[config.mk]
export PLATFORM = sky130hd
export DESIGN_NAME = bus_b_mux_reg
export DESIGN_NICKNAME = d
export VERILOG_FILES = /design/src/rtl/bus_pkg.sv /design/src/rtl/bus_src_extend.sv /design/src/rtl/bus_b_mux_reg.sv
export SDC_FILE = /design/constraint.sdc
export NUM_CORES = 1
export LEC_CHECK = 0
export ABC_AREA = 1
export BUFFER_PORTS_ARGS = -buffer_cell sky130_fd_sc_hd__buf_4
export CAP_MARGIN = 20
export CORE_MARGIN = 3
export CORE_UTILIZATION = 41
export DETAILED_ROUTE_END_ITERATION = 6
export GPL_TIMING_DRIVEN = 0
export HOLD_SLACK_MARGIN = 0.06
export PLACE_DENSITY = 0.78
export RECOVER_POWER = 25
export REMOVE_ABC_BUFFERS = 1
export SYNTH_ARGS = -nofsm -noshare
export SYNTH_HDL_FRONTEND = slang
export SYNTH_SLANG_ARGS = --single-unit
[constraint.sdc]
create_clock -name CLK -period 1.8 [get_ports CLK]
set_input_delay 0.36 -clock CLK [delete_from_list [all_inputs] [get_ports CLK]]
set_output_delay 0.36 -clock CLK [all_outputs]
set_load 0.01 [all_outputs]
[src/rtl/bus_pkg.sv]
// Shared constants for the B-bus source multiplexer: default widths,
// named source indices and the default narrow-source mask.
package bus_pkg;

  localparam int BUS_DATA_W   = 16;
  localparam int BUS_NARROW_W = 8;
  localparam int BUS_NUM_SRC  = 9;

  localparam int SRC_RAM   = 0;
  localparam int SRC_PC    = 1;
  localparam int SRC_R1    = 2;
  localparam int SRC_R2    = 3;
  localparam int SRC_TR    = 4;
  localparam int SRC_R     = 5;
  localparam int SRC_AC    = 6;
  localparam int SRC_INSTR = 7;
  localparam int SRC_AR    = 8;

  // RAM data and instruction bytes are the narrow sources.
  localparam logic [BUS_NUM_SRC-1:0] BUS_NARROW_MASK = 9'b0_1000_0001;

endpackage

[src/rtl/bus_src_extend.sv]
// Combinational zero-extension of one bus source; wide sources pass through.
module bus_src_extend
  import bus_pkg::*;
#(
  parameter int DATA_W   = BUS_DATA_W,
  parameter int NARROW_W = BUS_NARROW_W,
  parameter bit NARROW   = 1'b0
) (
  input  logic [DATA_W-1:0] i_data,
  output logic [DATA_W-1:0] o_data
);

  localparam logic [DATA_W-1:0] KEEP_MASK =
    NARROW ? {{(DATA_W-NARROW_W){1'b0}}, {NARROW_W{1'b1}}} : {DATA_W{1'b1}};

  // Mask off the upper bits of a narrow source.
  always_comb begin
    o_data = i_data & KEEP_MASK;
  end

endmodule

[src/rtl/bus_b_mux_reg.sv]
// Registered B-bus source multiplexer with out-of-range select detection,
// a sticky error flag and a saturating error counter.
module bus_b_mux_reg
  import bus_pkg::*;
#(
  parameter int                   NUM_SRC     = BUS_NUM_SRC,
  parameter int                   DATA_W      = BUS_DATA_W,
  parameter int                   NARROW_W    = BUS_NARROW_W,
  parameter logic [NUM_SRC-1:0]   NARROW_MASK = BUS_NARROW_MASK,
  parameter int                   SEL_W       = 4,
  parameter int                   ERRCNT_W    = 8
) (
  input  logic                        CLK,
  input  logic                        RST_N,
  input  logic                        SEL_VALID,
  input  logic [SEL_W-1:0]            SELECT,
  input  logic [NUM_SRC*DATA_W-1:0]   SRC_DATA,
  input  logic                        ERR_CLR,
  output logic [DATA_W-1:0]           BUS,
  output logic                        BUS_VALID,
  output logic [SEL_W-1:0]            LAST_SEL,
  output logic                        SEL_ERR,
  output logic [ERRCNT_W-1:0]         ERR_CNT
);

  // Extra bit lets NUM_SRC == 2**SEL_W compare correctly.
  localparam logic [SEL_W:0]      NSRC_EXT = (SEL_W+1)'(NUM_SRC);
  localparam logic [ERRCNT_W-1:0] ERR_MAX  = {ERRCNT_W{1'b1}};

  logic [DATA_W-1:0]   w_ext [NUM_SRC];
  logic [DATA_W-1:0]   w_sel_data;
  logic                w_in_range;
  logic                w_load;
  logic                w_invalid;
  logic                w_sel_err_nxt;
  logic [ERRCNT_W-1:0] w_err_cnt_nxt;

  logic [DATA_W-1:0]   r_bus;
  logic                r_bus_valid;
  logic [SEL_W-1:0]    r_last_sel;
  logic                r_sel_err;
  logic [ERRCNT_W-1:0] r_err_cnt;

  for (genvar g = 0; g < NUM_SRC; g++) begin : g_ext
    bus_src_extend #(
      .DATA_W   (DATA_W),
      .NARROW_W (NARROW_W),
      .NARROW   (NARROW_MASK[g])
    ) u_ext (
      .i_data (SRC_DATA[g*DATA_W +: DATA_W]),
      .o_data (w_ext[g])
    );
  end

  // One-hot AND-OR select; never indexes outside the source array.
  always_comb begin
    w_sel_data = {DATA_W{1'b0}};
    for (int i = 0; i < NUM_SRC; i++) begin
      w_sel_data = w_sel_data | ({DATA_W{SELECT == SEL_W'(i)}} & w_ext[i]);
    end
  end

  // Request classification.
  always_comb begin
    w_in_range = ({1'b0, SELECT} < NSRC_EXT);
    w_load     = SEL_VALID & w_in_range;
    w_invalid  = SEL_VALID & ~w_in_range;
  end

  // Error flag and counter next state; an invalid request beats a clear.
  always_comb begin
    w_sel_err_nxt = r_sel_err;
    w_err_cnt_nxt = r_err_cnt;
    if (w_invalid) begin
      w_sel_err_nxt = 1'b1;
      if (ERR_CLR) begin
        w_err_cnt_nxt = {{(ERRCNT_W-1){1'b0}}, 1'b1};
      end else if (r_err_cnt != ERR_MAX) begin
        w_err_cnt_nxt = r_err_cnt + {{(ERRCNT_W-1){1'b0}}, 1'b1};
      end else begin
        w_err_cnt_nxt = r_err_cnt;
      end
    end else if (ERR_CLR) begin
      w_sel_err_nxt = 1'b0;
      w_err_cnt_nxt = {ERRCNT_W{1'b0}};
    end else begin
      w_sel_err_nxt = r_sel_err;
      w_err_cnt_nxt = r_err_cnt;
    end
  end

  // Bus data path register.
  always_ff @(posedge CLK or negedge RST_N) begin
    if (!RST_N) begin
      r_bus       <= {DATA_W{1'b0}};
      r_bus_valid <= 1'b0;
      r_last_sel  <= {SEL_W{1'b0}};
    end else begin
      r_bus_valid <= w_load;
      if (w_load) begin
        r_bus      <= w_sel_data;
        r_last_sel <= SELECT;
      end
    end
  end

  // Error status register.
  always_ff @(posedge CLK or negedge RST_N) begin
    if (!RST_N) begin
      r_sel_err <= 1'b0;
      r_err_cnt <= {ERRCNT_W{1'b0}};
    end else begin
      r_sel_err <= w_sel_err_nxt;
      r_err_cnt <= w_err_cnt_nxt;
    end
  end

  assign BUS       = r_bus;
  assign BUS_VALID = r_bus_valid;
  assign LAST_SEL  = r_last_sel;
  assign SEL_ERR   = r_sel_err;
  assign ERR_CNT   = r_err_cnt;

endmodule

======== Word-level counts from Yosys, hierarchy flattened ========
Cells that the tools add are included.
word-level totals
  register bits ........................... 30
  output and inout port bits .............. 30
  bits of input ports ..................... 152
  logic and storage cells ................. 46
cells by class
  bitwise logic cells ..................... 20
  eq/ne operators ......................... 9
  order comparisons ....................... 1
  add/sub/neg operators ................... 1
  multiplexer cells ....................... 6
  reductions and logical operators ........ 4
operator list
  operator                                              count
  OR 16 bit                                             8
  bitwise AND 16 bit                                    7
  bitwise AND 16 x 8 -> 16 bit                          2
  two-way mux 8 bit                                     4
  equality test 4 x 3 -> 1 bit (second input constant)  4
  adder 8 x 1 -> 8 bit (second input constant)          1
  equality test 4 x 2 -> 1 bit (second input constant)  2
  inequality test 8 bit (second input constant)         1
  equality test 4 x 1 -> 1 bit (second input constant)  1
  equality test 4 bit (second input constant)           1
  logical NOT 4 bit                                     1
  less-than comparator 4 bit (second input constant)    1
  nonzero test 2 bit                                    2
  bitwise AND 1 bit                                     2
  two-way mux 1 bit                                     2
  AND reduction 2 bit                                   1
  NOT 1 bit                                             1

======== Logic depth before layout (Yosys ltp) ========
Gate-level depths: netlist of run 1.
  word-level depth ........................ 10
  depth in mapped cells ................... 9
  gate-level depth less buffers ........... 9

======== Cells and area by module ========
A second synthesis of run 1 with hierarchy kept.
unflattened totals
  cells, all modules ...................... 617
  area, all modules ....................... 3778.6 um^2
modules (own cells, without submodules)
  module                                times used  cells an instance  sequential area each (um^2)  area an instance (um^2)
  bus_b_mux_reg                         1           471                750.7                        2690.1
  bus_src_extend at g_ext[1].u_ext ...  7           16                 0.0                          120.1
  bus_src_extend at g_ext[0].u_ext ...  2           17                 0.0                          123.9

======== Least setup slack after synthesis of run 1 ========
Ideal clock, no wire load.
  path kind ............................... reg-to-reg
  from .................................... register r_err_cnt[0], in the netlist ERR_CNT[0]
  to ...................................... register r_err_cnt[5], in the netlist ERR_CNT[5]
  cell stages (with the launch flop) ...... 10
  arrival ................................. 1.281 ns
  required time ........................... 1.687 ns
  path buffers ............................ 0
  period minus slack after synthesis ...... 1.394 ns
  slack ................................... 0.406 ns
  library setup time ...................... 0.113 ns
  cells stage by stage .................... dfrtp_1 > ha_1 > nand2_1 > nor2_1 > nand3_1 > nand2_1 > inv_2 > nand2_1 > nand2_1 > inv_1
on the way
  longest elaborated chain between the ends .. 4
  elaborated cells between the ends (all ways) .. 7
  those cells by class .................... add/sub: 1; eq/ne: 1; mux: 3; reduce/logical: 2
RTL lines
  what                      line                  source
  start: declaration        bus_b_mux_reg.sv:42   logic [ERRCNT_W-1:0] r_err_cnt;
  start signal: assignment  bus_b_mux_reg.sv:111  r_err_cnt <= {ERRCNT_W{1'b0}};
  start signal: assignment  bus_b_mux_reg.sv:114  r_err_cnt <= w_err_cnt_nxt;
  adder 8 x 1 -> 8 bit      bus_b_mux_reg.sv:79   w_err_cnt_nxt = r_err_cnt + {{(ERRCNT_W-1){1'b0}}, 1'b1};
  two-way mux 8 bit         bus_b_mux_reg.sv:78   end else if (r_err_cnt != ERR_MAX) begin
  two-way mux 8 bit         bus_b_mux_reg.sv:76   if (ERR_CLR) begin
  two-way mux 8 bit         bus_b_mux_reg.sv:74   if (w_invalid) begin
Several ways; a longest one is shown, not always the timed one. The select of a mux whose other input is x is not followed.
A chain may end at the register's enable or synchronous reset.

======== Worst setup path in the final report of run 1 ========
Ends and elaborated chain as after synthesis.

==> impl_metrics.tcl, run 1 <==
set metrics [dict create \
    status "completed" \
    max_freq_mhz 612 \
    final_common_cell "buf_4" \
    start_kind "register" \
    post-place-ws_ps -693 \
    row_count 27 \
    fin_ws_ps 165 \
    grt_pass1_vias 3457 \
    drive_gt1_frac 0.337 \
    worst_pin_slew_ps 985 \
    grt_overflow 0 \
    yosys_warnings 0 \
    crit_top_cell "nand2_1" \
    worstPathRequired_ps 2030 \
    pin_count 182 \
    antenna_left 0 \
    cts_tree "built" \
    fin_nets 731 \
    path_delay_family "simple AND/OR/NAND/NOR gates" \
    cp.arrival_ps 1860 \
    setup_viol 0 \
    antenna_found_initial 0 \
    critPathLaunch "ERR_CNT[0]" \
    die_h_um 84.1 \
    wirelength_mm 10.1 \
    final_cell_mix "buf_4, nand3_1, nand2_1, nor2_1, dfrtp_1" \
    ir_drop_mv 0.274 \
    end_kind "register" \
    worstRegToRegCells 9 \
    critPathBufInv 2 \
    path_class "register to register" \
    setup.worst_path.end "ERR_CNT[5]" \
    relSlewSlack 0.343 \
    synth_cells 421 \
    top_layer "met4" \
    cap_violations 0 \
    syn2layout_area_growth_pct 55.7 \
    clk_pin_slew_ps 70 \
    grt_usage 0.280 \
    syn_area_per_cell_um2 5.94 \
    dr_wl_met3_um 947 \
    slowest_stage "dfrtp_1" \
    period_share 0.908 \
    crit_cells 9 \
    clk_path_buf_depth 2 \
    hold_viol 0 \
    wl_per_cell_um 15.5 \
    final_util 0.682 \
    met2_length_mm 5.05 \
    cts.sinks 30 \
    viasPerCell 5.26 \
    antenna_cells 0 \
    grt_max_degree 42 \
    core_mm2 0.00571 \
    cts-htree-levels 2 \
    p_leak_uw 0.00213 \
    syn_area_mm2 0.00250 \
    seq_area_frac_synth 0.300 \
    start_util 0.438 \
    portBuffers 165 \
    die-area_mm2 0.00708 \
    vias 3422 \
    initialDrtViolationCount 206 \
    die_w_um 84.1 \
    power.density_mw_per_mm2 541 \
    root_buffer "clkbuf_8" \
    r2r-end "ERR_CNT[5]" \
    max_stage_delay_ps 410 \
    skew_ps 4.83 \
    synthDistinctLibCells 24 \
    path_cells "ha_1, nand2_1, nor2_1, nand3_1, nand2_1, inv_2, nand2_1, nand2_1, inv_1" \
    drc_errors 0 \
    clk_latency_ps 280 \
    wl_met1_mm 3.88 \
    synth-seq-cells 30 \
    reg2reg_from "ERR_CNT[0]" \
    grt_pass1_wl_mm 16.2 \
    dr.pass1.iters 5 \
    path_max_fanout 6 \
    min_period_ps 1630 \
    hp-class "input port to register" \
    place.gp.congestion 0.873 \
    rsz0062_at_grt "no" \
    finalMaxSlewViolations 0 \
    numCtsBuffers 5 \
    rrSetupSlack_ps 170 \
    place.detailed.hpwl_mm 7.52 \
]
-- what timing repair did --
item                                    in CTS  in global routing
hold buffers                                 1                  0
setup buffers                                2                  0
resized for setup                            1                  0
endpoints found under the setup margin      20                  5
cloned                                       1                  1
hold endpoints to repair                    30                  0
pin swaps                                    1                  1
-- tightest hold or removal path, stage by stage --
cell and delay (ps):
buf_4 90, o211ai_1 80, o21ai_1 70
-- power by group --
| group | switching, uW | total, uW | internal, uW |
|---|---|---|---|
| sequential | 45.2 | 797 | 752 |
| clock | 259 | 567 | 308 |
| combinational | 361 | 742 | 381 |
-- state kept, by name (all words and copies together) (netlist names) --
name       flops
LAST_SEL       4
BUS_VALID      1
BUS           16
SEL_ERR        1
ERR_CNT        8
-- synth_stat cells, drive strengths merged --
| cell | instances | share of area |
|---|---|---|
| nand3 | 124 | 0.25 |
| nand2 | 102 | 0.15 |
| nor2 | 85 | 0.14 |
| dfrtp | 30 | 0.30 |
| inv | 27 | 0.041 |
| buf | 23 | 0.051 |
| a21oi | 9 | 0.018 |
| o21ai | 9 | 0.018 |
| nand4 | 3 | 0.0075 |
| nor3 | 2 | 0.0040 |
| or2 | 2 | 0.0050 |
| and3 | 1 | 0.0025 |
| ha | 1 | 0.0050 |
| nand3b | 1 | 0.0030 |
| o211ai | 1 | 0.0030 |
| xor2 | 1 | 0.0035 |
-- how the worst min path moves through the flow --
stage / end / slack [ps] / startpoint / cells after the start
detailed placement: LAST_SEL[1] / 320 / RST_N / 1
floorplan: BUS[0] / 60 / RST_N / 0
global route: ERR_CNT[0] / 430 / ERR_CLR / 3
global placement: BUS[9] / 320 / RST_N / 1
CTS: ERR_CNT[0] / 360 / ERR_CLR / 3
finish: ERR_CNT[0] / 360 / ERR_CLR / 3
-- cell type report --
type / count / area (um^2)
clock buffer: 7 / 86.3
clock inverter: 1 / 5.00
fill: 540 / 1810
inverter: 27 / 104
multi-input combinational: 343 / 1550
sequential: 30 / 751
tap: 72 / 90.1
timing repair buffer: 171 / 1310
-- logic make-up (layout without fill, tap and decap cells) --
family | Yosys count | in the layout | share of synthesized area
buffers and inverters | 50 | 206 | 0.0920
AO/OA/AOI/OAI | 19 | 19 | 0.0390
XOR/XNOR | 1 | 1 | 0.00350
flip-flops | 30 | 30 | 0.300
adder cells (fa/ha/maj) | 1 | 1 | 0.00500
AND/OR/NAND/NOR | 320 | 322 | 0.561
-- metal layers --
layer,up-vias,global-route usage
met3,17,0.0967
met4,0,0.0687
li1,1688,-
met1,1577,0.315
met2,140,0.505
met5,-,0
-- through the flow --
stage	cells	hold WS, ps	setup TNS [ps]	instance area (um^2)	power (uW)
3_3_place_gp	635	317	-28730	3700	1510
6_report	651	364	0	3900	2110
4_1_cts	650	363	0	3890	2120
5_1_grt	651	427	0	3900	2230
2_1_floorplan	398	64.4	-9530	2370	1070
3_5_place_dp	638	318	-13160	3770	1540
No activity file was read; power rests on OpenSTA's default activity.
==> inputs of run 2 (changes only) <==
BUFFER_PORTS_ARGS = unset   (was -buffer_cell sky130_fd_sc_hd__buf_4)
CORE_UTILIZATION = 60   (was 41)
DONT_BUFFER_PORTS = 1   (was unset)
PLACE_DENSITY = 0.73   (was 0.78)
==> impl_metrics.tcl, run 2 (synthesis results as in run 1) <==
set metrics [dict create \
    status "completed" \
    reg2reg_from "ERR_CNT[0]" \
    min_period_ps 1720 \
    clk_path_buf_depth 2 \
    cts.sinks 30 \
    final_common_cell "nand3_1" \
    grt_pass1_vias 2727 \
    clk_latency_ps 280 \
    max_stage_delay_ps 460 \
    relSlewSlack 0.399 \
    setup_viol 0 \
    cap_violations 0 \
    path_class "register to register" \
    core_mm2 0.00383 \
    clock_power_share 0.325 \
    hp-class "input port to register" \
    path_max_fanout 6 \
    worstRegToRegCells 7 \
    p_switching_uw 588 \
    p_total_uw 1750 \
    power.density_mw_per_mm2 669 \
    grt_max_degree 47 \
    vias 2793 \
    dr.pass1.iters 5 \
    r2r-end "ERR_CNT[3]" \
    postPlaceCellArea_mm2 0.00250 \
    grt_usage 0.335 \
    skew_ps 2.32 \
    row_count 22 \
    drive_gt1_frac 0.0752 \
    min_from "SELECT[0]" \
    pin_count 182 \
    period_share 0.953 \
    fin_nets 564 \
    grt_pass1_wl_mm 13.4 \
    end_kind "register" \
    rrSetupSlack_ps 80 \
    root_buffer "clkbuf_8" \
    worst_pin_slew_ps 900 \
    setup.worst_path.end "ERR_CNT[3]" \
    cts_tree "built" \
    cp.arrival_ps 1920 \
    max_freq_mhz 583 \
    place.detailed.hpwl_mm 5.83 \
    ir_drop_mv 0.367 \
    slowest_stage "dfrtp_1" \
    p_leak_uw 0.00132 \
    die-area_mm2 0.00498 \
    syn2layout_area_growth_pct 4.80 \
    tns_ps 0 \
    numCtsBuffers 5 \
    whs_ps 277 \
    die_w_um 70.6 \
    combinationalPowerShare 0.187 \
    viasPerCell 6.07 \
    place.gp.congestion 0.867 \
    portBuffers 0 \
    grt_overflow 0 \
    antenna_left 0 \
    power_switching_share 0.335 \
    die_h_um 70.6 \
    initialDrtViolationCount 297 \
    largest_register_ff_count 16 \
    antenna_cells 0 \
    p_seq_frac 0.488 \
    worstPathRequired_ps 2000 \
    finalMaxSlewViolations 0 \
    clk_pin_slew_ps 70 \
    p_int_uw 1170 \
    cts-htree-levels 2 \
    fin_area_mm2 0.00262 \
    wl_per_cell_um 17.9 \
    wirelength_mm 8.22 \
    hold_viol 0 \
    final_cell_mix "nand3_1, nand2_1, nor2_1, dfrtp_1, inv_1" \
    drc_errors 0 \
    antenna_found_initial 0 \
    path_cells "ha_1, nand2_1, nor2_1, nand3_2, nand2_2, inv_2, o21ai_1" \
    critPathLaunch "ERR_CNT[0]" \
    start_kind "register" \
    start_util 0.654 \
]
==> run 2: cell types whose count changed in the layout (fill, tap and decap cells not counted) <==
| cell | before | now |
|---|---|---|
| nand2_1 | 101 | 100 |
| nand3_2 | 0 | 1 |
| buf_4 | 166 | 0 |
| nor2_2 | 5 | 4 |
| nand2_2 | 1 | 2 |
| dfrtp_2 | 0 | 1 |
| dfrtp_1 | 30 | 29 |
| nand3_1 | 124 | 123 |
==> run 2: final cells by class <==
class	instances	area, um^2
Timing Repair Buffer	5	65.1
Clock inverter	1	5.00
Tap cell	48	60.1
Inverter	27	104
Fill cell	367	1200
Clock buffer	7	86.3
Sequential cell	30	752
Multi-Input combinational cell	342	1550
==> run 2: timing repair <==
item	4_1_cts	5_1_grt
gates cloned	1	0
setup endpoints to repair	15	16
endpoints found under the hold margin	30	0
pin swaps	1	0
hold buffers	2	0
buffers inserted	0	0
resized for setup	0	5
==> run 2: layer usage <==
layer  track usage  up-vias  wire (um)
met5             0        -          0
met4        0.0731        0        109
met3        0.0852       12        832
met2         0.582      159       4250
met1         0.422     1265       3020
li1              -     1357          -
==> run 2: worst min path at each step <==
stage,end,slack [ps],cells past startpoint
2_1_floorplan,BUS[0],60,0
3_3_place_gp,BUS[15],70,0
3_5_place_dp,BUS[9],70,0
4_1_cts,LAST_SEL[0],280,2
5_1_grt,LAST_SEL[0],280,2
6_report,LAST_SEL[0],280,2
==> run 2: critical path: cells and delay by family, from the launching register on <==
family                     cells  cell delay (ps)
and+or+nand+nor                4              710
DFF                            1              460
buffers and inverters          1               80
adders and majority gates      1              220
AOI/OAI and AO/OA              1              170
==> run 2: per-stage QoR <==
stage,utilization,cells,worst slack (ps)
after floorplan,-,398,-656
after global placement,0.636,446,-1420
after detailed placement,0.653,449,-431
after CTS,0.686,460,71.2
after global routing,0.685,460,-29.1
final,0.685,460,83.7
==> run 2: power by group through the flow <==
stage / clock (uW) / combinational [uW] / sequential, uW
after floorplan: 0 / 227 / 842
after global placement: 0 / 278 / 868
after detailed placement: 0 / 303 / 869
after CTS: 568 / 327 / 859
after global routing: 605 / 380 / 864
final: 570 / 327 / 857
